<file path="src/rtl/arb_pkg.sv">
// Shared constants and FSM state encoding for the 4-way round-robin arbiter.
package arb_pkg;

    localparam int ARB_N        = 4;
    localparam int ARB_IDX_W    = 2;
    localparam int ARB_MAX_HOLD = 16;

    typedef enum logic {
        ST_IDLE  = 1'b0,
        ST_GRANT = 1'b1
    } arb_state_e;

endpackage

</file>
<file path="src/rtl/onehot_enc4.sv">
// 4-bit one-hot to 2-bit index encoder; zero or multi-hot input encodes to 0.
module onehot_enc4
    import arb_pkg::*;
(
    input  logic [ARB_N-1:0]     onehot,
    output logic [ARB_IDX_W-1:0] idx
);

    // Only legal one-hot codes map to a non-zero index.
    always_comb begin
        idx = 2'd0;
        case (onehot)
            4'b0001: idx = 2'd0;
            4'b0010: idx = 2'd1;
            4'b0100: idx = 2'd2;
            4'b1000: idx = 2'd3;
            default: idx = 2'd0;
        endcase
    end

endmodule

</file>
<file path="src/rtl/rr_arbiter4.sv">
// Round-robin arbiter for 4 requesters; grant held until done, req drop or en low.
// Optional forced release after ARB_MAX_HOLD cycles when ARB_TIMEOUT_EN is defined.
module rr_arbiter4
    import arb_pkg::*;
(
    input  logic                 clk,
    input  logic                 rst,
    input  logic                 en,
    input  logic [ARB_N-1:0]     req,
    input  logic                 done,
    output logic [ARB_N-1:0]     gnt,
    output logic [ARB_IDX_W-1:0] gnt_idx,
    output logic                 gnt_vld,
    output logic                 timeout
);

    arb_state_e           state_r;
    logic [ARB_N-1:0]     gnt_r;
    logic                 gnt_vld_r;
    logic [ARB_IDX_W-1:0] ptr_r;
    logic [ARB_IDX_W-1:0] owner_r;
    logic                 timeout_r;

    logic [ARB_IDX_W-1:0] cand_s;
    logic [ARB_IDX_W-1:0] pick_s;
    logic                 pick_vld_s;
    logic                 rel_s;
    logic                 force_s;

    // Search from ptr upward; iterating from the far end lets the nearest requester win.
    always_comb begin
        cand_s     = 2'd0;
        pick_s     = 2'd0;
        pick_vld_s = 1'b0;
        for (int i = ARB_N - 1; i >= 0; i--) begin
            cand_s     = ptr_r + ARB_IDX_W'(i);
            pick_s     = req[cand_s] ? cand_s : pick_s;
            pick_vld_s = pick_vld_s | req[cand_s];
        end
    end

    assign rel_s = done | ~req[owner_r] | ~en;

`ifdef ARB_TIMEOUT_EN
    localparam int HOLD_W = $clog2(ARB_MAX_HOLD);

    logic [HOLD_W-1:0] hold_cnt_r;

    // Hold counter: zero while idle so each grant starts counting from 0.
    always_ff @(posedge clk or posedge rst) begin
        if (rst) begin
            hold_cnt_r <= {HOLD_W{1'b0}};
        end else if (state_r == ST_GRANT) begin
            hold_cnt_r <= hold_cnt_r + HOLD_W'(1);
        end else begin
            hold_cnt_r <= {HOLD_W{1'b0}};
        end
    end

    assign force_s = (state_r == ST_GRANT) && (hold_cnt_r == HOLD_W'(ARB_MAX_HOLD - 1));
`else
    assign force_s = 1'b0;
`endif

    // Arbitration FSM with registered grant, valid, pointer and timeout pulse.
    always_ff @(posedge clk or posedge rst) begin
        if (rst) begin
            state_r   <= ST_IDLE;
            gnt_r     <= 4'b0000;
            gnt_vld_r <= 1'b0;
            ptr_r     <= 2'd0;
            owner_r   <= 2'd0;
            timeout_r <= 1'b0;
        end else begin
            case (state_r)
                ST_IDLE: begin
                    timeout_r <= 1'b0;
                    if (en && pick_vld_s) begin
                        state_r   <= ST_GRANT;
                        gnt_r     <= ARB_N'(1) << pick_s;
                        gnt_vld_r <= 1'b1;
                        owner_r   <= pick_s;
                    end
                end
                ST_GRANT: begin
                    if (rel_s || force_s) begin
                        state_r   <= ST_IDLE;
                        gnt_r     <= 4'b0000;
                        gnt_vld_r <= 1'b0;
                        ptr_r     <= owner_r + 2'd1;
                        // A normal release on the same edge suppresses the timeout flag.
                        timeout_r <= force_s & ~rel_s;
                    end
                end
                default: begin
                    state_r   <= ST_IDLE;
                    gnt_r     <= 4'b0000;
                    gnt_vld_r <= 1'b0;
                    timeout_r <= 1'b0;
                end
            endcase
        end
    end

    onehot_enc4 u_enc (
        .onehot (gnt_r),
        .idx    (gnt_idx)
    );

    assign gnt     = gnt_r;
    assign gnt_vld = gnt_vld_r;
    assign timeout = timeout_r;

endmodule

</file>
<file path="config.mk">
export PLATFORM = sky130hd
export DESIGN_NAME = rr_arbiter4
export DESIGN_NICKNAME = d
export VERILOG_FILES = /design/src/rtl/arb_pkg.sv /design/src/rtl/onehot_enc4.sv /design/src/rtl/rr_arbiter4.sv
export SDC_FILE = /design/constraint.sdc
export NUM_CORES = 1
export LEC_CHECK = 0
export ABC_AREA = 1
export CORE_MARGIN = 3
export CORE_UTILIZATION = 56
export CTS_BUF_LIST = sky130_fd_sc_hd__clkbuf_2
export CTS_CLUSTER_SIZE = 20
export DETAILED_ROUTE_END_ITERATION = 8
export GPL_TIMING_DRIVEN = 1
export MAX_ROUTING_LAYER = met4
export PLACE_DENSITY = 0.91
export SLEW_MARGIN = 20
export SYNTH_ARGS = -nofsm -noshare
export SYNTH_HDL_FRONTEND = slang
export SYNTH_HIERARCHICAL = 1
export SYNTH_SLANG_ARGS = --single-unit
</file>
<file path="constraint.sdc">
create_clock -name clk -period 2.8 [get_ports clk]
set_input_delay 0.56 -clock clk [delete_from_list [all_inputs] [get_ports clk]]
set_output_delay 0.56 -clock clk [all_outputs]
set_load 0.005 [all_outputs]
</file>
; Word-level counts from Yosys, hierarchy flattened
; Cells that the tools add are included.
[totals]
regBits = 11
latch_bits = 0
ram_bits = 0
romBits = 0
inputBits = 8
output_inout_bits = 8
elab_cells = 58
memories = 0
[op_classes]
add_sub_neg = 4
n_mul = 0
div_mod_pow = 0
order_cmp = 5
n_eq_ne = 5
n_shift = 1
muxes = 25
bitwise = 8
n_reduce_logical = 4
[ops]
columns = cell, n
row1 = $lt A2 B3 Y1 const B, 5
row2 = $bmux W1 S2, 5
row3 = $mux W1, 9
row4 = $mux W2, 4
row5 = $mux W4, 2
row6 = $pmux W4 S2, 1
row7 = $pmux W1 S2, 3
row8 = $pmux W2 S3, 1
row9 = $reduce_and A2 Y1, 3
row10 = $or A1 B1 Y1, 5
row11 = $add A2 B1 Y2 const B, 2
row12 = $add A2 B2 Y2 const B, 2
row13 = $eq A4 B2 Y1 const B, 1
row14 = $eq A4 B3 Y1 const B, 1
row15 = $eq A4 B4 Y1 const B, 1
row16 = $shl A1 B2 Y4 const A, 1
row17 = $not A1 Y1, 3
row18 = $ne A2 B1 Y1 const B, 1
row19 = $ne A2 B2 Y1 const B, 1
row20 = $logic_and A1 B1 Y1, 1

; Logic depth before layout (Yosys ltp)
[logic_depth]
word_depth = 10
mapped_depth = 13
mapped_depth_nobuf = 12

; Cells and area by module
; The synthesis kept the hierarchy.
[by_module_without_submodules]
columns = mod, n_inst, cells_per_inst, area_each_um2, seq_area_each_um2
row1 = rr_arbiter4, 1, 104, 737.0, 250.2
row2 = onehot_enc4, 1, 10, 42.5, 0.0

; Worst setup path after synthesis
; Ideal clock, no wire load.
[synth_path]
path_kind = input to register
startpoint = in req[2]
endpoint = reg owner_r[0]
setup_ns = 0.118
t_arrival_ns = 1.288
required_ns = 2.682
path_slack_ns = 1.394
stages = 7
n_path_buf = 0
path_cell_list = inv_1 o21ai_1 nor2_4 a21oi_4 inv_4 nand2_1 o21ai_2
[synth_between]
elab_chain_cells = 7
elab_cells_between_ends = 17
classes_between = 12 x mux / 3 x bitwise / 2 x reduce/logical
[synth_lines]
columns = item, line_no
row1 = from (decl), rr_arbiter4.sv:9  ; input logic [ARB_N-1:0] req,
row2 = $bmux W1 S2, "rr_arbiter4.sv:37, rr_arbiter4.sv:38"
row3 = $mux W1 (not written as such), "rr_arbiter4.sv:37, rr_arbiter4.sv:38"
row4 = $or A1 B1 Y1 (3 in series), rr_arbiter4.sv:38  ; pick_vld_s = pick_vld_s | req[cand_s];
row5 = $logic_and A1 B1 Y1, rr_arbiter4.sv:78  ; if (en && pick_vld_s) begin
row6 = $reduce_and A2 Y1 (no line), -
row7 = to (signal assigned), rr_arbiter4.sv:82  ; owner_r <= pick_s;
row8 = to (decl), rr_arbiter4.sv:21  ; logic [ARB_IDX_W-1:0] owner_r;
; Parallel ways exist; a longest one is shown, timed or not. The select of a mux whose other input is x is not followed.
; A chain may end at the register's enable or synchronous reset.

; Worst setup path after layout
[layout_path]
startpoint = reg gnt_r[2] (netlist: gnt[2])
endpoint = out gnt_idx[0]
[layout_between]
elab_chain_cells = 2
elab_cells_between_ends = 4
classes_between = 3 x eq/ne / 1 x mux
[layout_lines]
columns = item, line_no
row1 = from (decl), rr_arbiter4.sv:18  ; logic [ARB_N-1:0] gnt_r;
row2 = from (signal assigned), rr_arbiter4.sv:80  ; gnt_r <= ARB_N'(1) << pick_s;
row3 = "$eq A4 B4 Y1, or another cell as far along", onehot_enc4.sv:12  ; case (onehot)
row4 = $pmux W2 S3 *, onehot_enc4.sv:12
row5 = to (decl), rr_arbiter4.sv:12  ; output logic [ARB_IDX_W-1:0] gnt_idx,
; Mark *: on every way between the ends. The rest lies on a longest branch, timed or not.

==> results.md <==
* Outcome: completed
* Power share of the sequential group at 27.8%
* Clock sink total at 10
* TritonCTS Buffers at 3
* Clock-pin slew on the worst setup and hold paths at 0.11 ns
* Post-synth EDFFs at 0
* CP startpoint kind: register
* Crit. End Element: output port
* Main combinational cell family by area after synthesis: simple AND/OR/NAND/NOR gates
* Nets@finish at 139
* Fin. max-slew vios at 0
* RSZ-0062 raised after global routing: no
* Sw Share at 50.8%
* R2R depth at 9
* Compound-Gate Fraction of Synth Area at 9.95%
* DIE HEIGHT at 43.3 um
* Peak supply drop at 0.000782 V
* Met2 global-route usage at 29.5%
* Worst hold slack at 0.493 ns
* GPL Wtd Cong at 0.820
* Final hold vios at 0
* Post-CTS sizing at 0
* Crit path DAT at 1.46 ns
* Largest net degree at the start of global routing at 11
* Syn avg cell area at 6.84 um2
* Met3 track demand over resource at 3.81%
* Remaining global-route overflow at 0
* Layout cell share with drive strength beyond 1 at 20.9%
* Die ar. at 0.00188 mm2
* Hold path cells at 2
* Post-synthesis mux area share at 0%
* XOR/XNOR share of the synthesized area at 1.12%
* Fin area at 933 um2
* Synth Warn # at 6
* Vias in the first global route at 671
* Diodes inserted at 0
* Layer with the highest usage: met2
* Initial Utilization at 64.9%
* Share of the synthesized area in the top cell type at 32.1%
* Final ANT Viol Nets at 0
* Ports at 16
* Max H-tree Level at 1
* Dpl ws at 0.748 ns
* Crit Path Category: register to output port
* Post-synth net total at 122
* Initial antenna violation count at 0
* Util after Layout at 77.7%
* First-pass GRT wire length at 2810 um
* Number of port buffers at 14
* Top_reg_cell synth: dfrtp_1
* Wirelength per Cell at 10.9 um
* Post-route setup TNS at 0 ns
* P_int at 0.541 mW
* Max Cap Violations at 0
* Cell taking the most area after synthesis: dfrtp_1
* GRT Overall Usage at 19.5%
* Average via count per standard cell at 5.18
* Final WS setup at 0.783 ns
* Max FO, Critical Path at 5
* Cell count after synthesis at 114
* Longest Clk Path Bufs at 2
* DPL Wire Length at 1310 um
* Via count at 741
* DR DRC count at 0
* Clk Latency, worst-skew pair at 0.24 ns
* Post-synth top cells: 40 x nand2_1, 12 x nand2_2, 10 x dfrtp_1, 10 x inv_1, 10 x nand3_1
* Fmax at 0.496 GHz
* Register bit total from synthesis at 10
* Cts hold-fix bufs at 0
* Worst hold path type: register to register
* Synth Cell Area at 779 um2
* First-iteration detailed-routing DRC count at 15
* Die width at 43.3 um
* Post-CTS Setup Bufs at 0
* DR pass1 iterations at 4
* Min cycle time layout at 2.02 ns
* Leak at 0.484 nW
* PwrDens at 1180 mW/mm2
* Comb power frac at 65.7%
* Post-synthesis sequential area ratio at 32.1%
* Adder-cell share of the synthesized area at 0%
* CTS tree: done
* Area grow syn2layout at 19.7%
* Simple-Gate Fraction of Synth Area at 45.9%
* Final Cycle Share at 72.0%
* Final WL at 1570 um
* Rows at 12
* Post-synth ARST share at 100%
* Setup violators final at 0
* Core area at 0.00120 mm2
* Most frequent cell after synthesis: nand2_1
* Synth cell types at 24
* Top post-synthesis cells by area: dfrtp_1 32%, nand2_1 19%, nand2_2 9.6%
* Switch Pwr at 0.559 mW
* Root buf cell: clkbuf_2
* WP data required at 2.24 ns
* Clk network pwr share at 6.5%
* Cell area after placement at 918 um2
* GR Layer Usage met1 at 27.2%
* Final clock skew at 0.0252 ns
-- through the flow --
step | total power, mW | cells
2_1_floorplan | 0.837 | 114
3_3_place_gp | 0.998 | 140
3_5_place_dp | 1.03 | 140
4_1_cts | 1.10 | 143
5_1_grt | 1.21 | 143
6_report | 1.10 | 143
-- path summary, 6_finish.rpt --
check	slack, ns	endpoint	start
worst max-delay path	0.78	gnt_idx[0]	gnt[2]
worst min-delay path	0.49	gnt_vld	gnt_vld
worst max register to register	1.19	owner_r[0]	ptr_r[0]
worst min register to register	0.49	gnt_vld	gnt_vld
max in group asynchronous	1.93	ptr_r[0]	rst
min in group asynchronous	0.57	gnt[0]	rst
-- area by class of cell --
class / count / area [um2]
Multi-Input combinational cell: 88 / 448
Inverter: 14 / 62.6
Fill cell: 88 / 268
Sequential cell: 10 / 250
Clock buffer: 3 / 15.0
Timing Repair Buffer: 14 / 140
Tap cell: 14 / 17.5
-- per-layer routing --
layer  share of wire [%]  wire (um)  vias to the layer above
met5                   0          0                        -
met4                0.32          5                        0
met3                 4.3         68                        2
met2                  48        757                       21
met1                  47        734                      330
li1                    -          -                      388
-- kinds of logic (layout without fill, tap and decap cells) --
kind of cell,count (synthesis),count (layout)
xor+xnor,1,1
simple gates,74,74
compound gates,12,12
other cells,1,1
flops,10,10
buf+inv,16,31
-- placed cells by master, fill, tap and decap left out, drive strengths merged --
cell,instances
nand2,53
clkdlybuf4s50,14
inv,14
nand3,10
dfrtp,10
o21ai,8
nor2,8
clkbuf,3
a21oi,3
nand4,2
and2,1
o211ai,1
xnor2,1
conb,1
-- power groups by stage --
stage          combinational (mW)  sequential, mW  clock (mW)
2_1_floorplan               0.568           0.269           0
6_report                    0.722           0.306      0.0716
4_1_cts                     0.725           0.303      0.0714
3_3_place_gp                0.695           0.303           0
3_5_place_dp                0.723           0.305           0
5_1_grt                     0.812           0.319      0.0782
-- state kept, by name, indices dropped and copies added, names as in the netlist --
| register | count |
|---|---|
| owner_r | 2 |
| gnt_vld | 1 |
| ptr_r | 2 |
| gnt | 4 |
| state_r | 1 |
-- critical path, cell delays in order (launching register included) --
cell	delay, ns
dfrtp_1	0.44
nor2_1	0.13
nand2_1	0.07
nor2_2	0.07
clkdlybuf4s50_1	0.51
Note: power is estimated with default switching activity, not from simulation.
